### src/rtl/alu_pkg.sv
// Shared definitions for the ALU sequencer: command codes, FSM states, entry width.
package alu_pkg;

  typedef enum logic [3:0] {
    ADD  = 4'd0,
    INC  = 4'd1,
    SUB  = 4'd2,
    DEC  = 4'd3,
    MUL  = 4'd4,
    DIV  = 4'd5,
    SHL  = 4'd6,
    SHR  = 4'd7,
    AND  = 4'd8,
    OR   = 4'd9,
    INV  = 4'd10,
    NAND = 4'd11,
    NOR  = 4'd12,
    XOR  = 4'd13,
    XNOR = 4'd14,
    BUF  = 4'd15
  } alu_cmd_e;

  typedef enum logic [1:0] {
    IDLE  = 2'd0,
    PRIME = 2'd1,
    DRIVE = 2'd2,
    RESP  = 2'd3
  } seq_state_e;

  // Request entry layout: {cmd[19:16], a[15:8], b[7:0]}
  localparam int unsigned REQ_W = 20;

endpackage

### src/rtl/alu_req_fifo.sv
// Synchronous request FIFO; pointers carry an extra wrap bit to tell full from empty.
module alu_req_fifo #(
  parameter int unsigned DEPTH = 4,
  parameter int unsigned WIDTH = 20
) (
  input  logic             clk_i,
  input  logic             rst_i,
  input  logic             push_i,
  input  logic [WIDTH-1:0] wdata_i,
  input  logic             pop_i,
  output logic [WIDTH-1:0] rdata_o,
  output logic             full_o,
  output logic             empty_o
);

  localparam int unsigned AW = $clog2(DEPTH);

  logic [WIDTH-1:0] mem [DEPTH];
  logic [AW:0]      wr_q;
  logic [AW:0]      rd_q;
  logic             do_push;
  logic             do_pop;

  assign full_o  = (wr_q[AW] != rd_q[AW]) && (wr_q[AW-1:0] == rd_q[AW-1:0]);
  assign empty_o = (wr_q == rd_q);
  assign do_push = push_i && !full_o;
  assign do_pop  = pop_i && !empty_o;
  assign rdata_o = mem[rd_q[AW-1:0]];

  // Pointer update; push and pop in the same cycle both advance
  always_ff @(posedge clk_i) begin
    if (rst_i) begin
      wr_q <= '0;
      rd_q <= '0;
    end else begin
      if (do_push) wr_q <= wr_q + {{AW{1'b0}}, 1'b1};
      if (do_pop)  rd_q <= rd_q + {{AW{1'b0}}, 1'b1};
    end
  end

  // Storage write; contents need no reset since the pointers gate visibility
  always_ff @(posedge clk_i) begin
    if (do_push) mem[wr_q[AW-1:0]] <= wdata_i;
  end

endmodule

### src/rtl/alu_sequencer.sv
// Sequences buffered requests onto the combinational ALU and returns captured results.
module alu_sequencer
  import alu_pkg::*;
#(
  parameter int unsigned DEPTH         = 4,
  parameter int unsigned SETTLE_CYCLES = 1
) (
  input  logic        clock,
  input  logic        reset,
  input  logic        req_valid,
  output logic        req_ready,
  input  logic [3:0]  req_cmd,
  input  logic [7:0]  req_a,
  input  logic [7:0]  req_b,
  output logic [7:0]  alu_a_in,
  output logic [7:0]  alu_b_in,
  output logic [3:0]  alu_command_in,
  output logic        alu_oe,
  input  logic [15:0] alu_d_out,
  output logic        rsp_valid,
  input  logic        rsp_ready,
  output logic [15:0] rsp_data,
  output logic [3:0]  rsp_cmd,
  output logic        rsp_err,
  output logic        busy
);

  seq_state_e       state_q, state_d;
  logic [3:0]       cnt_q, cnt_d;
  logic [7:0]       a_q, b_q;
  logic [3:0]       cmd_q;
  logic [3:0]       op_cmd_q;
  logic             rsp_valid_q;
  logic [15:0]      rsp_data_q;
  logic [3:0]       rsp_cmd_q;
  logic             rsp_err_q;

  logic             fifo_full, fifo_empty;
  logic             push, pop, capture;
  logic [REQ_W-1:0] head;

  assign req_ready = !reset && !fifo_full;
  assign push      = req_valid && req_ready;

  alu_req_fifo #(
    .DEPTH (DEPTH),
    .WIDTH (REQ_W)
  ) u_fifo (
    .clk_i   (clock),
    .rst_i   (reset),
    .push_i  (push),
    .wdata_i ({req_cmd, req_a, req_b}),
    .pop_i   (pop),
    .rdata_o (head),
    .full_o  (fifo_full),
    .empty_o (fifo_empty)
  );

  assign alu_a_in       = a_q;
  assign alu_b_in       = b_q;
  assign alu_command_in = cmd_q;
  assign alu_oe         = (state_q == DRIVE);
  assign rsp_valid      = rsp_valid_q;
  assign rsp_data       = rsp_data_q;
  assign rsp_cmd        = rsp_cmd_q;
  assign rsp_err        = rsp_err_q;
  assign busy           = (state_q != IDLE) || !fifo_empty;

  // Next-state, FIFO pop and result-capture decode
  always_comb begin
    state_d = state_q;
    cnt_d   = cnt_q;
    pop     = 1'b0;
    capture = 1'b0;
    unique case (state_q)
      IDLE: begin
        if (!fifo_empty) begin
          pop     = 1'b1;
          state_d = PRIME;
        end
      end
      PRIME: begin
        state_d = DRIVE;
        cnt_d   = 4'(SETTLE_CYCLES - 1);
      end
      DRIVE: begin
        if (cnt_q == 4'd0) begin
          capture = 1'b1;
          state_d = RESP;
        end else begin
          cnt_d = cnt_q - 4'd1;
        end
      end
      RESP: begin
        if (rsp_ready) state_d = IDLE;
      end
      default: state_d = IDLE;
    endcase
  end

  // FSM state and settle counter
  always_ff @(posedge clock) begin
    if (reset) begin
      state_q <= IDLE;
      cnt_q   <= '0;
    end else begin
      state_q <= state_d;
      cnt_q   <= cnt_d;
    end
  end

  // ALU drive registers and response capture.
  // The command register is loaded inverted on pop so the PRIME cycle
  // presents ~cmd, then switches to the real command entering DRIVE.
  always_ff @(posedge clock) begin
    if (reset) begin
      a_q         <= '0;
      b_q         <= '0;
      cmd_q       <= '0;
      op_cmd_q    <= '0;
      rsp_valid_q <= 1'b0;
      rsp_data_q  <= '0;
      rsp_cmd_q   <= '0;
      rsp_err_q   <= 1'b0;
    end else begin
      if (pop) begin
        op_cmd_q <= head[19:16];
        cmd_q    <= ~head[19:16];
        a_q      <= head[15:8];
        b_q      <= head[7:0];
      end
      if (state_q == PRIME) cmd_q <= op_cmd_q;
      if (capture) begin
        rsp_valid_q <= 1'b1;
        rsp_data_q  <= alu_d_out;
        rsp_cmd_q   <= op_cmd_q;
        rsp_err_q   <= (op_cmd_q == DIV) && (b_q == 8'h00);
      end
      if ((state_q == RESP) && rsp_ready) rsp_valid_q <= 1'b0;
    end
  end

endmodule

### config.mk
export PLATFORM = sky130hd
export DESIGN_NAME = alu_sequencer
export DESIGN_NICKNAME = d
export VERILOG_FILES = /design/src/rtl/alu_pkg.sv /design/src/rtl/alu_req_fifo.sv /design/src/rtl/alu_sequencer.sv
export SDC_FILE = /design/constraint.sdc
export NUM_CORES = 1
export LEC_CHECK = 0
export ABC_AREA = 1
export BUFFER_PORTS_ARGS = -buffer_cell sky130_fd_sc_hd__clkbuf_2
export CELL_PAD_IN_SITES_DETAIL_PLACEMENT = 2
export CELL_PAD_IN_SITES_GLOBAL_PLACEMENT = 2
export CORE_MARGIN = 8
export CORE_UTILIZATION = 39
export DETAILED_ROUTE_END_ITERATION = 7
export PLACE_DENSITY = 0.93
export SETUP_SLACK_MARGIN = 0.1
export SLEW_MARGIN = 25
export SYNTH_ARGS = -nofsm -noshare
export SYNTH_HDL_FRONTEND = slang
export SYNTH_SLANG_ARGS = --single-unit
### constraint.sdc
create_clock -name clock -period 7 [get_ports clock]
set_input_delay 1.4 -clock clock [delete_from_list [all_inputs] [get_ports clock]]
set_output_delay 1.4 -clock clock [all_outputs]
set_load 0.02 [all_outputs]
=== Word-level counts from Yosys, hierarchy flattened ===
Memory sizes are Yosys's and may differ from the RTL's. A register that Yosys moved wholly into a read port is not among the register bits.
Index checks and enable logic that the tools add are counted.

* Memories kept: 1
* Input port bits: 40
* Output and inout bits: 45
* Bits in writable memories: 80
* Flip-flop bits (word level): 58

* Bitwise logic cells: 1
* Multiplexer cells: 16
* Add/sub/neg operators: 3
* Equality and inequality tests: 11
* Reduce and logical (&&, ||, !) cells: 20

{| class="wikitable"
|+ Memories
! memory !! depth !! width !! read ports !! clocked after memory_dff !! write ports !! RTL line !! source
|-
| u_fifo.mem || 4 || 20 || 1 || 1 || 1 || alu_req_fifo.sv:18 || <nowiki>logic [WIDTH-1:0] mem [DEPTH];</nowiki>
|}

{| class="wikitable"
|+ Operators by type and width
! cell !! count
|-
| $mux W4 || 3
|-
| $mux W2 || 5
|-
| $logic_not A8 Y1 || 1
|-
| $pmux W2 S4 || 1
|-
| $pmux W4 S2 || 1
|-
| $logic_and A1 B1 Y1 || 7
|-
| $add A3 B1 Y3 const B || 2
|-
| $mux W1 || 6
|-
| $ne A2 B2 Y1 const B || 3
|-
| $reduce_bool A2 Y1 || 3
|-
| $eq A2 B2 Y1 const B || 2
|-
| $eq A4 B3 Y1 const B || 1
|-
| $logic_not A4 Y1 || 1
|-
| $not A4 Y4 || 1
|-
| $sub A4 B1 Y4 const B || 1
|-
| $eq A3 B3 Y1 || 1
|-
| $logic_not A1 Y1 || 3
|-
| $reduce_and A3 Y1 || 1
|-
| $eq A2 B1 Y1 const B || 1
|-
| $eq A2 B2 Y1 || 1
|-
| $logic_not A2 Y1 || 1
|-
| $ne A2 B1 Y1 const B || 1
|-
| $reduce_and A2 Y1 || 1
|-
| $reduce_or A2 Y1 || 1
|-
| other kinds (2) || 2
|}

=== Logic depth before layout (Yosys ltp) ===
* Depth after elaboration: 8
* Mapped depth: 9
* Mapped depth without buffers: 9

=== By module ===
Synthesis repeated with hierarchy kept, for this count alone.

* Cells, all modules: 556
* Area, all modules: 5,683.0 um^2

{| class="wikitable"
|+ By module, submodules not included
! module !! times used !! area an instance (um^2) !! cells each
|-
| alu_req_fifo || 1 || 3,447.1 || 270
|-
| alu_sequencer || 1 || 2,235.9 || 286
|}

=== Worst setup path before layout ===
Ideal clock, no wire load.

* Path kind: input to output
* Start: input reset
* End: output req_ready
* Slack: 3.687 ns
* Arrival time: 1.913 ns
* Stages on the path: 4
* Required time: 5.600 ns
* Cells stage by stage: clkbuf_1 > inv_1 > nand2_1 > inv_1

* Longest elaborated chain between the ends: 2

{| class="wikitable"
|+ Ends and longest elaborated chain
! item !! RTL line !! source
|-
| start: declaration || alu_sequencer.sv:9 || <nowiki>input logic reset,</nowiki>
|-
| $logic_not A1 Y1 || alu_sequencer.sv:42 || <nowiki>assign req_ready = !reset && !fifo_full;</nowiki>
|-
| $logic_and A1 B1 Y1 || alu_sequencer.sv:42 ||
|-
| end: declaration || alu_sequencer.sv:11 || <nowiki>output logic req_ready,</nowiki>
|}

No other way between the ends.

=== Worst setup path after layout ===
Ends and elaborated chain as after synthesis.

==> flow_summary.json <==
{
  "peakVddDrop_mv": 0.201,
  "finalHoldViolations": 0,
  "wirelength_um": 17500,
  "critPathKind": "input port to output port",
  "grt_antenna_before_repair": 0,
  "critPathRequiredTime_ps": 5600,
  "vias": 4294,
  "die_h_um": 136,
  "reg2reg_to": "alu_command_in[2]",
  "grt_use_total": 0.199,
  "drive_above_1_share": 0.244,
  "netSwitchingFraction": 0.411,
  "fin_crit_ps": 4470,
  "report.final.slew_viol_count": 0,
  "utilization": 0.470,
  "post-synth-top-count-cell": "nand2_1",
  "avgSynthCellArea_um2": 10.2,
  "synthFlopType": "edfxtp_1",
  "synth_common_cells": "111 x nand2_1, 80 x edfxtp_1, 65 x nor2_1, 60 x dfxtp_1, 43 x o21ai_0",
  "overflow": 0,
  "nNetsFinal": 685,
  "seq_power_share": 0.373,
  "place_congestion": 0.728,
  "ys_ff_latch": 140,
  "place_area_um2": 6190,
  "numCtsBuffers": 17,
  "pin_count": 85,
  "power_frac_comb": 0.349,
  "synthArstFlopShare": 0,
  "final_area_um2": 6730,
  "fin_tns_setup_ps": 0,
  "die-area_um2": 18600,
  "leakage_nw": 2.66,
  "n_antenna_cell": 0,
  "timing.fmax_mhz": 224,
  "drtIter0Drc": 289,
  "portBuffers": 84,
  "clkPwrFrac": 0.278,
  "rrSetupSlack_ps": 4810,
  "synth_cell_types": 27,
  "status": "completed",
  "period_share": 0.639,
  "drv_cap": 0,
  "hold_path.class": "flip-flop to flip-flop",
  "endpoint_kind": "output port",
  "synth_largest_area_cell": "edfxtp_1",
  "grt_pass1_wl_um": 27600,
  "arrival_ps": 3070,
  "yosys-top-cells-area": "edfxtp_1 43%, dfxtp_1 21%, nand2_1 7.4%",
  "firstDrtPassIters": 4,
  "dp_hpwl_um": 11700,
  "hold_end": "rsp_data[0]",
  "intPower_w": 0.00176,
  "start_util": 0.394,
  "max-slew-margin-rel": 0.346,
  "syn_area_um2": 5650,
  "setup_viol": 0,
  "cts.sinks": 140,
  "rr_worst_depth": 7,
  "clock_latency_ps": 430,
  "via_per_inst": 5.17,
  "syn2layout_area_growth_pct": 19.2,
  "cts_tree": "built",
  "die_w_um": 136,
  "clock_path_buffers": 2,
  "synth_top_area_share": 0.425,
  "coreArea_um2": 14300,
  "syn-num-nets": 603,
  "drc": 0,
  "h-tree-depth": 4,
  "rows": 44,
  "post_cts_buffers": 0,
  "synth_edf_count": 80,
  "hold_path_depth": 2,
  "rsz0062_at_grt": "false",
  "path_clk_slew_ps": 60,
  "ys_warn_count": 0,
  "power_density_nw_per_um2": 443,
  "grt_max_degree": 45,
  "yosysSeqAreaShare": 0.638,
  "avgRoutedWirePerCell_um": 21.1,
  "startpoint_type": "input port",
  "cts-resized-gates": 0,
  "cp_max_fo": 44,
  "p_switching_w": 0.00123,
  "cts_hold_buf": 0,
  "grt_pass1_vias": 4807,
  "min_from": "rsp_data[0]",
  "syn-instance-count": 552,
  "drtAntennaViolNets": 0,
  "clock_tree.root_cell": "clkbuf_16",
  "fin_skew_ps": 9.10,
  "worstMarginPinSlew_ps": 981
}
[per-stage QoR]
step | cells | total power (W) | hold WS, ps | setup WS (ps)
floorplan | 552 | 0.00184 | 444 | 3690
global placement | 799 | 0.00207 | 453 | 2440
finish | 831 | 0.00298 | 465 | 2530
detailed placement | 799 | 0.00216 | 459 | 2380
CTS | 831 | 0.00302 | 469 | 2380
global route | 831 | 0.00316 | 498 | 2310
[power by group through the flow]
stage	Sequential, W	Combinational [W]	Clock, W
3_5_place_dp	0.00113	0.00103	0
3_3_place_gp	0.00112	0.000950	0
5_1_grt	0.00113	0.00115	0.000880
2_1_floorplan	0.00118	0.000668	0
4_1_cts	0.00111	0.00106	0.000846
6_report	0.00111	0.00104	0.000831
[layer usage]
metal | up-vias | global-route usage | part of all wire
met5 | - | 0 | 0
li1 | 2027 | - | -
met4 | 0 | 0.0848 | 0.025
met2 | 115 | 0.341 | 0.52
met1 | 2123 | 0.233 | 0.41
met3 | 29 | 0.0473 | 0.048
[how the worst max path moves through the flow]
stage	start	slack (ps)	end	cells after the start
after global placement	reset	2440	req_ready	5
after floorplan	reset	3690	req_ready	4
after detailed placement	reset	2380	req_ready	5
after CTS	reset	2380	req_ready	5
after global routing	reset	2310	req_ready	5
final	reset	2530	req_ready	5
[critical path: stages]
cell,delay [ps]
buf_2,720
inv_1,530
nand2_1,190
inv_1,60
clkbuf_2,150
[registers in the layout (all words and copies together) (netlist names), 3 cells and up, named ones only]
| signal | flops |
|---|---|
| alu_a_in | 8 |
| alu_b_in | 8 |
| alu_command_in | 4 |
| cnt_q | 4 |
| op_cmd_q | 4 |
| rsp_cmd | 4 |
| rsp_data | 16 |
| u_fifo.mem | 80 |
| u_fifo.rd_q | 3 |
| u_fifo.wr_q | 3 |
[placed cells by master (no fill, tap or decap)]
cell and count:
nand2_2 17, clkinv_2 1, nand2_1 111, nand4_1 2, o21ai_0 43, edfxtp_1 80
buf_4 6, ha_1 11, nand2_8 1, nor4_1 1, nor2_1 65, a21oi_2 15
clkbuf_16 17, inv_2 3, a21boi_0 1, clkbuf_2 83, a21oi_1 33, clkinv_4 2
clkinv_1 2, inv_8 2, nand3_4 1, xor2_1 2, nand3_1 25, inv_6 5
nand3b_1 1, nor3_1 2, dfxtp_1 60, buf_2 1, clkinvlp_4 4, o22ai_1 17
inv_1 33
[layout make-up]
class,count,area (µm²)
inverter,37,146
multi-input combinational,348,1750
timing repair buffer,90,465
fill,1563,7580
clock buffer,17,425
sequential,140,3600
tap,184,230
clock inverter,15,115
[logic make-up after synthesis]
group,Yosys count,synth area share
AND/OR/NAND/NOR,226,0.171
buffers and inverters,64,0.0525
adder cells (fa/ha/maj),11,0.0244
AO/OA/AOI/OAI,109,0.111
flip-flops,140,0.638
XOR/XNOR,2,0.00310
Note: power is estimated with default switching activity, not from simulation.
